[src/rtl/hamming_secded_decoder.sv]
// SECDED Hamming decoder: two-stage valid/ready pipeline with error counters.
// Ports: clk, rst_n, in_valid/in_ready/in_cw/correct_en, clr_cnt,
//        out_valid/out_ready/out_data/out_single/out_double/out_syndrome,
//        corr_cnt, uncorr_cnt.
module hamming_secded_decoder #(
   parameter int DATA_W = 4,
   parameter int PAR_W  = 3,
   parameter int CNT_W  = 8,
   localparam int N     = DATA_W + PAR_W,
   localparam int CW_W  = N + 1
) (
   input  logic              clk,
   input  logic              rst_n,
   input  logic              in_valid,
   output logic              in_ready,
   input  logic [CW_W-1:0]   in_cw,
   input  logic              correct_en,
   input  logic              clr_cnt,
   output logic              out_valid,
   input  logic              out_ready,
   output logic [DATA_W-1:0] out_data,
   output logic              out_single,
   output logic              out_double,
   output logic [PAR_W-1:0]  out_syndrome,
   output logic [CNT_W-1:0]  corr_cnt,
   output logic [CNT_W-1:0]  uncorr_cnt
);

   logic              s1_valid_q, s1_valid_d;
   logic [N-1:0]      s1_cw_q, s1_cw_d;
   logic              s1_cen_q, s1_cen_d;
   logic [PAR_W-1:0]  s1_syn_q, s1_syn_d;
   logic              s1_par_q, s1_par_d;

   logic              out_valid_q, out_valid_d;
   logic [DATA_W-1:0] out_data_q, out_data_d;
   logic              out_single_q, out_single_d;
   logic              out_double_q, out_double_d;
   logic [PAR_W-1:0]  out_syn_q, out_syn_d;

   logic [CNT_W-1:0]  corr_cnt_q, corr_cnt_d;
   logic [CNT_W-1:0]  uncorr_cnt_q, uncorr_cnt_d;

   logic              s2_load;
   logic              s1_load;
   logic              out_hs;
   logic [PAR_W-1:0]  syn_in;
   logic              par_in;
   logic [PAR_W:0]    syn_ext;
   logic              syn_zero;
   logic              syn_in_range;
   logic              is_single;
   logic              is_double;
   logic [N-1:0]      flip_mask;
   logic [N-1:0]      fix_cw;
   logic [DATA_W-1:0] dec_data;

   assign s2_load  = !out_valid_q || out_ready;
   assign s1_load  = !s1_valid_q || s2_load;
   assign in_ready = s1_load;
   assign out_hs   = out_valid_q && out_ready;

   // Syndrome: XOR of the indices of every set bit in positions 1..N.
   always_comb begin
      syn_in = '0;
      for (int i = 1; i <= N; i++) begin
         if (in_cw[i-1]) syn_in = syn_in ^ PAR_W'(i);
      end
      par_in = ^in_cw;
   end

   always_comb begin
      s1_valid_d = s1_valid_q;
      s1_cw_d    = s1_cw_q;
      s1_cen_d   = s1_cen_q;
      s1_syn_d   = s1_syn_q;
      s1_par_d   = s1_par_q;
      if (s1_load) begin
         s1_valid_d = in_valid;
         s1_cw_d    = in_cw[N-1:0];
         s1_cen_d   = correct_en;
         s1_syn_d   = syn_in;
         s1_par_d   = par_in;
      end
   end

   // Syndrome zero with odd parity means the overall-parity bit itself
   // flipped, so it still counts as a single error with nothing to fix.
   always_comb begin
      syn_ext      = {1'b0, s1_syn_q};
      syn_zero     = (s1_syn_q == '0);
      syn_in_range = (syn_ext <= (PAR_W+1)'(N));
      is_single    = s1_par_q && syn_in_range;
      is_double    = (!s1_par_q && !syn_zero) ||
                     (s1_par_q && !syn_in_range);
      flip_mask    = '0;
      if (is_single && s1_cen_q && !syn_zero) begin
         flip_mask = {{(N-1){1'b0}}, 1'b1} << (s1_syn_q - 1'b1);
      end
      fix_cw = s1_cw_q ^ flip_mask;
   end

   // Data bits occupy the non-power-of-two positions in ascending order.
   always_comb begin
      int k;
      k        = 0;
      dec_data = '0;
      for (int i = 1; i <= N; i++) begin
         if ((i & (i - 1)) != 0) begin
            dec_data[k] = fix_cw[i-1];
            k = k + 1;
         end
      end
   end

   always_comb begin
      out_valid_d  = out_valid_q;
      out_data_d   = out_data_q;
      out_single_d = out_single_q;
      out_double_d = out_double_q;
      out_syn_d    = out_syn_q;
      if (s2_load) begin
         out_valid_d = s1_valid_q;
         if (s1_valid_q) begin
            out_data_d   = dec_data;
            out_single_d = is_single;
            out_double_d = is_double;
            out_syn_d    = s1_syn_q;
         end
      end
   end

   always_comb begin
      corr_cnt_d   = corr_cnt_q;
      uncorr_cnt_d = uncorr_cnt_q;
      if (clr_cnt) begin
         corr_cnt_d   = '0;
         uncorr_cnt_d = '0;
      end else if (out_hs) begin
         if (out_single_q && corr_cnt_q != '1)
            corr_cnt_d = corr_cnt_q + CNT_W'(1);
         if (out_double_q && uncorr_cnt_q != '1)
            uncorr_cnt_d = uncorr_cnt_q + CNT_W'(1);
      end
   end

   always_ff @(posedge clk or negedge rst_n) begin
      if (!rst_n) begin
         s1_valid_q   <= 1'b0;
         s1_cw_q      <= '0;
         s1_cen_q     <= 1'b0;
         s1_syn_q     <= '0;
         s1_par_q     <= 1'b0;
         out_valid_q  <= 1'b0;
         out_data_q   <= '0;
         out_single_q <= 1'b0;
         out_double_q <= 1'b0;
         out_syn_q    <= '0;
         corr_cnt_q   <= '0;
         uncorr_cnt_q <= '0;
      end else begin
         s1_valid_q   <= s1_valid_d;
         s1_cw_q      <= s1_cw_d;
         s1_cen_q     <= s1_cen_d;
         s1_syn_q     <= s1_syn_d;
         s1_par_q     <= s1_par_d;
         out_valid_q  <= out_valid_d;
         out_data_q   <= out_data_d;
         out_single_q <= out_single_d;
         out_double_q <= out_double_d;
         out_syn_q    <= out_syn_d;
         corr_cnt_q   <= corr_cnt_d;
         uncorr_cnt_q <= uncorr_cnt_d;
      end
   end

   assign out_valid    = out_valid_q;
   assign out_data     = out_data_q;
   assign out_single   = out_single_q;
   assign out_double   = out_double_q;
   assign out_syndrome = out_syn_q;
   assign corr_cnt     = corr_cnt_q;
   assign uncorr_cnt   = uncorr_cnt_q;

endmodule

[config.mk]
export PLATFORM = sky130hd
export DESIGN_NAME = hamming_secded_decoder
export DESIGN_NICKNAME = d
export VERILOG_FILES = /design/src/rtl/hamming_secded_decoder.sv
export SDC_FILE = /design/constraint.sdc
export NUM_CORES = 1
export LEC_CHECK = 0
export CAP_MARGIN = 0
export CORE_ASPECT_RATIO = 0.75
export CORE_MARGIN = 2
export CORE_UTILIZATION = 44
export DETAILED_ROUTE_END_ITERATION = 8
export GPL_TIMING_DRIVEN = 1
export PLACE_DENSITY_LB_ADDON = 0.2
export SLEW_MARGIN = 40
export SYNTH_ARGS = -nofsm -noshare
export SYNTH_HDL_FRONTEND = slang
export SYNTH_SLANG_ARGS = --single-unit
[constraint.sdc]
create_clock -name clk -period 1.4 [get_ports clk]
set_clock_uncertainty 0.2 [all_clocks]
set_input_delay 0.21 -clock clk [delete_from_list [all_inputs] [get_ports clk]]
set_output_delay 0.21 -clock clk [all_outputs]
set_load 0.05 [all_outputs]
-- Word level (Yosys, flattened, before mapping)
Cells that the tools add are included.
- output and inout bits: 27
- register bits: 39
- logic and storage cells: 59
- shift operators: 1
- bitwise logic cells: 7
- reductions and logical operators: 20
- equal/unequal tests: 2
- multiplexer cells: 14
- add/subtract/negate cells: 3
- operator list (kind ; number):
    8-bit two-way mux ; 6
    8-bit by 1-bit adder with 8-bit output, second input constant ; 2
    8-bit inequality test, second input constant ; 2
    3-bit two-way mux ; 4
    8-bit parity ; 1
    7-bit two-way mux ; 1
    1-bit by 3-bit << shifter with 7-bit output, first input constant ; 1
    7-bit XOR ; 1
    1-bit logical AND ; 6
    2-bit NOT ; 3
    2-bit AND reduction ; 3
    2-bit nonzero test ; 3
    1-bit logical NOT ; 4
    2-bit two-way mux ; 2
    3-bit logical NOT ; 1
    3-bit NOT ; 1
    3-bit by 1-bit subtractor with 3-bit output, second input constant ; 1
    1-bit logical OR ; 2
    1-bit NOT, first input constant ; 2
    1-bit two-way mux ; 1

-- Logic depth before layout (Yosys ltp)
Gate-level depths: netlist of run 1.
- word-level depth: 11
- depth in mapped cells: 5

-- Least setup slack after synthesis of run 1
Ideal clock, no wire load.
- path type: flip-flop to flip-flop
- from: reg uncorr_cnt_q[0] (netlist: uncorr_cnt[0])
- to: reg uncorr_cnt_q[4] (netlist: uncorr_cnt[4])
- data arrival time: 1.678 ns
- path slack: -0.599 ns
- period minus slack after synthesis: 1.999 ns
- buffers on the path: 0
- stages on the path, launching flop included: 6
- data required time: 1.080 ns
- cell sequence: dfrtp_1 ha_1 nand2_1 a211oi_1 a21oi_1 a31o_2
- longest elaborated chain between the ends: 4
- ends and longest elaborated chain (element ; RTL line ; source):
    start: declaration ; 42 ; logic [CNT_W-1:0] uncorr_cnt_q, uncorr_cnt_d;
    start signal: assignment ; 173 ; uncorr_cnt_q <= uncorr_cnt_d;
    8-bit by 1-bit adder with 8-bit output or 8-bit inequality test (tied branches) ; 143, 142 ;
    8-bit two-way mux or 1-bit logical AND (tied branches) ; 142 ; if (out_double_q && uncorr_cnt_q != '1)
    8-bit two-way mux or 2-bit nonzero test (tied branches) ; -- ;
    8-bit two-way mux or 2-bit AND reduction (tied branches) ; -- ;
Several ways; a longest one is shown, not always the timed one. The select of a mux whose other input is x is not followed.
A chain may end at the register's enable or synchronous reset.

-- Final worst setup path of run 1
- from: reg corr_cnt_q[0] (netlist: corr_cnt[0])
- to: reg corr_cnt_q[2] (netlist: corr_cnt[2])
- longest elaborated chain between the ends: 4
- ends and longest elaborated chain (element ; RTL line ; source):
    start: declaration ; 41 ; logic [CNT_W-1:0] corr_cnt_q, corr_cnt_d;
    start signal: assignment ; 172 ; corr_cnt_q <= corr_cnt_d;
    8-bit by 1-bit adder with 8-bit output or 8-bit inequality test (tied branches) ; 141, 140 ;
    8-bit two-way mux or 1-bit logical AND (tied branches) ; 140 ; if (out_single_q && corr_cnt_q != '1)
    8-bit two-way mux or 2-bit nonzero test (tied branches) ; -- ;
    8-bit two-way mux or 2-bit AND reduction (tied branches) ; -- ;
Several ways; a longest one is shown, not always the timed one. The select of a mux whose other input is x is not followed.

==> results of run 1 <==
[synthesized netlist by cell type]
| cell | n |
|---|---|
| or3_1 | 3 |
| a31o_2 | 1 |
| nand4_1 | 2 |
| o21ai_1 | 1 |
| o211ai_1 | 2 |
| or2b_1 | 1 |
| and3_1 | 7 |
| o31ai_1 | 2 |
| a211oi_1 | 2 |
| mux2_2 | 10 |
| buf_2 | 2 |
| mux2i_1 | 3 |
| buf_1 | 1 |
| nor3_1 | 5 |
| xor2_1 | 10 |
| nor2_1 | 15 |
| nand3b_1 | 1 |
| o21ai_0 | 7 |
| buf_4 | 1 |
| a21oi_1 | 8 |
| nand2_1 | 13 |
| a41o_1 | 1 |
| xnor2_1 | 11 |
| clkbuf_1 | 1 |
| nor2b_1 | 1 |
| and4_4 | 1 |
| nor4bb_1 | 1 |
| nand3_1 | 5 |
| dfrtp_1 | 36 |
| ha_1 | 2 |
| nor3b_1 | 2 |
| nand4b_1 | 1 |
| a31oi_1 | 1 |
| nand3_2 | 1 |
| nand2b_1 | 3 |
[flip-flops by register name, summed over array words and instances (netlist names)]
register / cells
corr_cnt: 8
uncorr_cnt: 8
out_data: 4
s1_cw_q: 4
out_syndrome: 3
s1_syn_q: 3
is_single: 1
out_double: 1
out_single: 1
out_valid: 1
s1_cen_q: 1
s1_valid_q: 1
[power breakdown]
group | internal [mW] | total (mW) | leakage (nW) | switching, mW
Clock | 0.629 | 1.05 | 0.0645 | 0.425
Combinational | 0.907 | 1.78 | 1.07 | 0.873
Sequential | 1.20 | 1.45 | 0.424 | 0.250
Total | 2.74 | 4.29 | 1.56 | 1.55
[layout by cell type, fill, tap and decap left out, drive strengths merged]
| cell type | count |
|---|---|
| nand3b | 1 |
| a31oi | 1 |
| and4 | 1 |
| nor3 | 5 |
| dlymetal6s2s | 2 |
| a211oi | 2 |
| xor2 | 10 |
| nand2b | 3 |
| bufinv | 1 |
| clkdlybuf4s50 | 10 |
| o211ai | 2 |
| nor4bb | 1 |
| a21oi | 8 |
| nand4b | 1 |
| o31ai | 2 |
| a31o | 1 |
| nor2 | 15 |
| nand4 | 2 |
| and3 | 7 |
| nand2 | 13 |
| clkbuf | 7 |
| mux2i | 3 |
| or3 | 3 |
| xnor2 | 11 |
| mux2 | 10 |
| dlygate4sd2 | 1 |
| buf | 92 |
| a41o | 1 |
| nor2b | 1 |
| or2b | 1 |
| ha | 2 |
| nand3 | 6 |
| dfrtp | 36 |
| o21ai | 8 |
| nor3b | 2 |
[cells by family (layout without fill, tap and decap cells)]
group                      count (synthesis)  count (layout)
buffers and inverters                      5             113
DFF                                       36              36
adders and majority gates                  2               2
and+or+nand+nor                           62              62
xor gates and xnor gates                  21              21
AOI/OAI and AO/OA                         25              25
muxes                                     13              13
[critical path, cell delays in order, from the launching register on]
cell	delay, ns
dfrtp_2	0.42
ha_4	0.18
nand3_4	0.13
o211ai_1	0.30
xor2_1	0.25
nor2_1	0.11
[per-layer routing]
layer | up-vias | routed length (µm) | GRT usage [%]
met2 | 176 | 3960 | 55.8
met5 | - | 0 | 0
met4 | 0 | 589 | 18.4
met1 | 1009 | 3250 | 37.8
li1 | 787 | - | -
met3 | 50 | 730 | 7.06
[worst paths after layout]
| path | end | startpoint |
|---|---|---|
| setup / recovery | corr_cnt[2]$_DFFE_PN0P_ | corr_cnt[0]$_DFFE_PN0P_ |
| max in group asynchronous | out_double$_DFFE_PN0P_ | rst_n |
| hold reg to reg | s1_cw_q[2]$_DFFE_PN0P_ | s1_cw_q[2]$_DFFE_PN0P_ |
| setup reg to reg | corr_cnt[2]$_DFFE_PN0P_ | corr_cnt[0]$_DFFE_PN0P_ |
| hold / removal | uncorr_cnt[3]$_DFFE_PN0P_ | rst_n |
| min in group clk | s1_cw_q[2]$_DFFE_PN0P_ | in_cw[2] |
[layout make-up]
class                   instances  area [µm²]  area share, %
clock inverters                 1        30.0          0.850
well taps                      52        65.1           1.84
clock buffers                   7        96.3           2.73
repair buffers                105        1300           36.7
multi-input cells             123        1120           31.7
flip-flops and latches         36         927           26.2
[stage by stage]
stage          power (mW)  hold slack, ns  utilization (%)
3_5_place_dp         2.91           0.323             77.8
6_report             4.29          0.0801             94.7
5_1_grt              4.38          0.0916             94.7
3_3_place_gp         2.84           0.322             77.8
4_1_cts              4.00           0.101             87.3
2_1_floorplan        2.09          -0.286                -
[repair_timing]
item / 4_1_cts / 5_1_grt
endpoints found under the setup margin: 50 / 54
buffers inserted: 12 / 24
endpoints found under the hold margin: 0 / 0
gates resized for setup: 34 / 47
pin swaps: 24 / 12
==> results.md, run 1 <==
* Max Clk Rate at 591 MHz
* TritonCTS clock tree: yes
* Total number of vias at 2,022
* Post-synthesis sequential area ratio at 51.4%
* Final WS setup at -0.291 ns
* CP endpoint kind: flop
* Final instance area at 3530 µm²
* Worst reg-to-reg setup slack at -0.29 ns
* Synth area leaders: dfrtp_1 51%, mux2_2 6.4%, xnor2_1 5.5%, xor2_1 5.0%, nor2_1 3.2%
* Adder-cell share of the synthesized area at 1.43%
* Layout area overhead at 102%
* R2r worst-path depth at 5
* Fill count at 82
* Cell variety after synth at 35
* Max-cap viol count at 0
* Core area at around 3700 µm²
* CP max FO at 5
* Yosys top cell area share at 51.4%
* Leading area contributor after synthesis: dfrtp_1
* Fraction of the mapped netlist area in compound gates at between 8 and 9%
* Final cell count without fillers at 324
* Synth Cell Area at 1750 µm²
* TNS Setup at -6.69 ns
* Diodes inserted at 0
* Initial antenna violation count at 0
* CTS Hold Bufs at 0
* Die width at 76.9 µm
* CTS Buffer Depth at 2
* # DRC at 0
* Largest family of logic cells by synthesized area: simple AND/OR/NAND/NOR gates
* CP required at 1.39 ns
* Drt total wl at around 8500 µm
* Vias in the first global route at 1,938
* Layout cells sized above 1 at 63.6%
* Crit path kind: reg2reg
* # placed instances at 289
* Final hold vios at 0
* Pre-antenna DRT Iters at 6
* Leakage at 1.56 nW
* Status: finished, violations left
* Final period demand of the worst path at 1.69 ns
* Final ANT Viol Nets at 0
* Post-Synth XOR/XNOR Area at 10.5%
* Num CTS Buffers at 5
* Overflow after GRT at 0
* Arr. time, crit path at 1.69 ns
* Depth of the CTS H-tree at 2
* Dpl hpwl at 3700 µm
* Gpl congestion at 0.806
* Initial core utilization at 47.0%
* Final setup fails at 54
* Pins Over Slew Limit at 0
* RSZ-0062 raised after global routing: yes
* Die Ht at 58.7 µm
* Die ar. at between 4000 and 5000 µm²
* First-pass GRT wire length at ~11,000 µm
* Root Buffer: clkbuf_8
* Rows at 19
* Hold Crit Class: in2async
* CP startpoint kind: flop
* Yosys reg bits at 36
* Reg clk slew, reported paths at about 0.090 ns
* Placed cell areas at 2900 µm²
* Largest net degree at the start of global routing at 37
* DR WL/cell at 26.3 µm
* Syn Nets at 180
* IO Port Bufs at 40
* CTS Sinks at 36
* DR vias/cell at 6.24
* Total of warnings raised by yosys at 0
* Clock Latency Late Sink at around 0.31 ns
* Worst Max-Slew Pin Slew at 0.334 ns
* Synth Area in Simple Gates at 18.6%
* Fin nets at around 290
* Worst slack, placed at -0.475 ns
* Period utilization at 121%
* Mux cell area share after synthesis at under 10%
* DRT iter0 DRCs at 317
* PD cells at approximately 1200 nW/µm²
* Worst vdd ir at 1.18 mV
* Violated checks: setup timing
* GRT Total Usage at 32.1%
* I/O pin cnt at 41
* Cells after Synth at ~160
* Slew HR at 77.6%
* Syn Area/Cell at 10.7 µm²
Power figures use the tool's default switching activity.
==> run 2, diff against run 1 <==
clock period = 1.5 ns   (was 1.4 ns; I/O delays follow)
==> run 2 against run 1 <==
Via count down 20%. Register-to-register slack improved by 0.21 ns. First-iteration DRC count down 74%. Die area did not move. Largest cell class unchanged. Critical path depth down 1. Global-route usage down 9.7 points. Sequential share of layout area grew 3.3 points. The run still ends with setup timing left. Worst setup slack improved by 0.21 ns.
==> results.md, run 2 (synthesis results as in run 1) <==
* Worst vdd ir at approximately 0.9 mV
* Total number of vias at about 1.6k
* # placed instances at 284
* Period utilization at 106%
* Initial antenna violation count at 0
* CTS Sinks at 36
* Pins Over Slew Limit at 0
* CTS Buffer Depth at 2
* Final setup fails at 12
* Slew HR at 78.3%
* DR WL/cell at 16.7 µm
* Die ar. at 4510 µm²
* Pre-antenna DRT Iters at 4
* Critical Path, Cell by Cell: and3_1, nand2_2, or3_1, a21oi_1
* PD cells at 1100 nW/µm²
* Max Clk Rate at 632 MHz
* CP max FO at 5
* CP startpoint kind: flop
* CP endpoint kind: flop
* Commonest non-fill, non-tap cells in the layout: 43 x buf_4, 29 x buf_12, 19 x dfrtp_2
* Crit path kind: reg2reg
* DR vias/cell at between 5 and 6
* Slowest stage cell, crit path: dfrtp_2
* Placed cell areas at roughly 2800 µm²
* IO Port Bufs at 40
* FF/Latch Area at 925 µm²
* Layout cells sized above 1 at 54.4%
* DRT iter0 DRCs at 81
* GRT Total Usage at 22.5%
* Final ANT Viol Nets at 0
* Largest net degree at the start of global routing at 37
* Max-cap viol count at 0
* Arr. time, crit path at 1.59 ns
* Drt total wl at about 5100 µm
* Post-layout util at 83.8%
* # DRC at 0
* CP required at 1.50 ns
* CP peak stage delay at 0.43 ns
* Layout area overhead at 78.4%
* Overflow after GRT at 0
* Final WS setup at -0.0832 ns
* First-pass GRT wire length at ~7800 µm
* Diodes inserted at 0
* Clock Latency Late Sink at 0.28 ns
* Num CTS Buffers at 5
* Fin nets at 267
* Final hold vios at 0
* Final period demand of the worst path at 1.58 ns
* I/O pin cnt at slightly above 40
* Area of the multi-input gates at 1020 µm²
* Commonest non-fill, non-tap cell in the layout: buf_4
* Dpl hpwl at 3310 µm
* Final Hold Slack at 0.131 ns
* Vias in the first global route at 1,676
* Final instance area at 3130 µm²
* Rows at 19
* Hold Crit Class: in2async
* Violated checks: setup timing
* Core area at 3730 µm²
* Die width at 76.9 µm
* Initial core utilization at 47.0%
* Worst Max-Slew Pin Slew at roughly 0.32 ns
* Root Buffer: clkbuf_8
* Status: finished, violations left
* Reg clk slew, reported paths at 0.07 ns
* Total power at 3.43 mW
* Gpl congestion at 0.858
* TritonCTS clock tree: yes
* Leakage at approximately 1.4 nW
* Final cell count without fillers at about 300
* Depth of the CTS H-tree at 2
* Fill count at 190
* RSZ-0062 raised after global routing: yes
* Die Ht at slightly below 60 µm
run 2: changes by cell type in the layout (fill, tap and decap cells not counted), sizes merged:
cell / before / now
dlymetal6s2s: 2 / 0
clkbuf: 7 / 8
buf: 92 / 72
bufinv: 1 / 0
clkdlybuf4s50: 10 / 12
run 2: metrics by stage:
step | TNS, ns | setup slack, ns
6_report | -0.616 | -0.0832
5_1_grt | -1.42 | -0.166
4_1_cts | -0.183 | -0.0530
3_5_place_dp | -8.83 | -0.410
3_3_place_gp | -7.63 | -0.315
2_1_floorplan | -1.66 | -0.146
run 2: where the power goes:
| part | switching (mW) | internal, mW |
|---|---|---|
| Clock | 0.334 | 0.375 |
| Sequential | 0.192 | 1.12 |
| Combinational | 0.675 | 0.730 |
run 2: worst paths after layout:
check / startpoint / end / slack, ns / depth (start not counted)
max: out_double$_DFFE_PN0P_ / uncorr_cnt[5]$_DFFE_PN0P_ / -0.08 / 4
min: rst_n / uncorr_cnt[4]$_DFFE_PN0P_ / 0.13 / 2
max reg2reg: out_double$_DFFE_PN0P_ / uncorr_cnt[5]$_DFFE_PN0P_ / -0.08 / 4
min reg2reg: is_single$_DFFE_PN0P_ / out_double$_DFFE_PN0P_ / 0.33 / 1
max in group asynchronous: rst_n / corr_cnt[3]$_DFFE_PN0P_ / 0.77 / 2
min in group clk: in_valid / s1_valid_q$_DFFE_PN0P_ / 0.32 / 2
run 2: what timing repair did:
item,in CTS,in global routing
pin swaps,9,7
buffers inserted,6,6
endpoints found under the setup margin,6,28
gates resized for setup,8,14
hold buffers,0,0
cloned,0,0
run 2: layout make-up:
class | count | area share, %
flip-flops and latches | 36 | 29.6
repair buffers | 85 | 33.0
well taps | 52 | 2.08
multi-input cells | 123 | 32.5
clock buffers | 8 | 2.88
run 2: routing by layer:
layer	vias up	share of wire, %	GRT usage [%]
li1	750	-	-
met5	-	0	0
met2	52	53	41.0
met3	4	5.3	5.06
met4	0	0.67	9.87
met1	818	41	25.9
run 2: worst max-delay path, delay by kind of cell (launching register included):
family / cells / cell delay, ns
and+or+nand+nor: 3 / 0.73
DFF: 1 / 0.43
AOI/OAI and AO/OA: 1 / 0.15
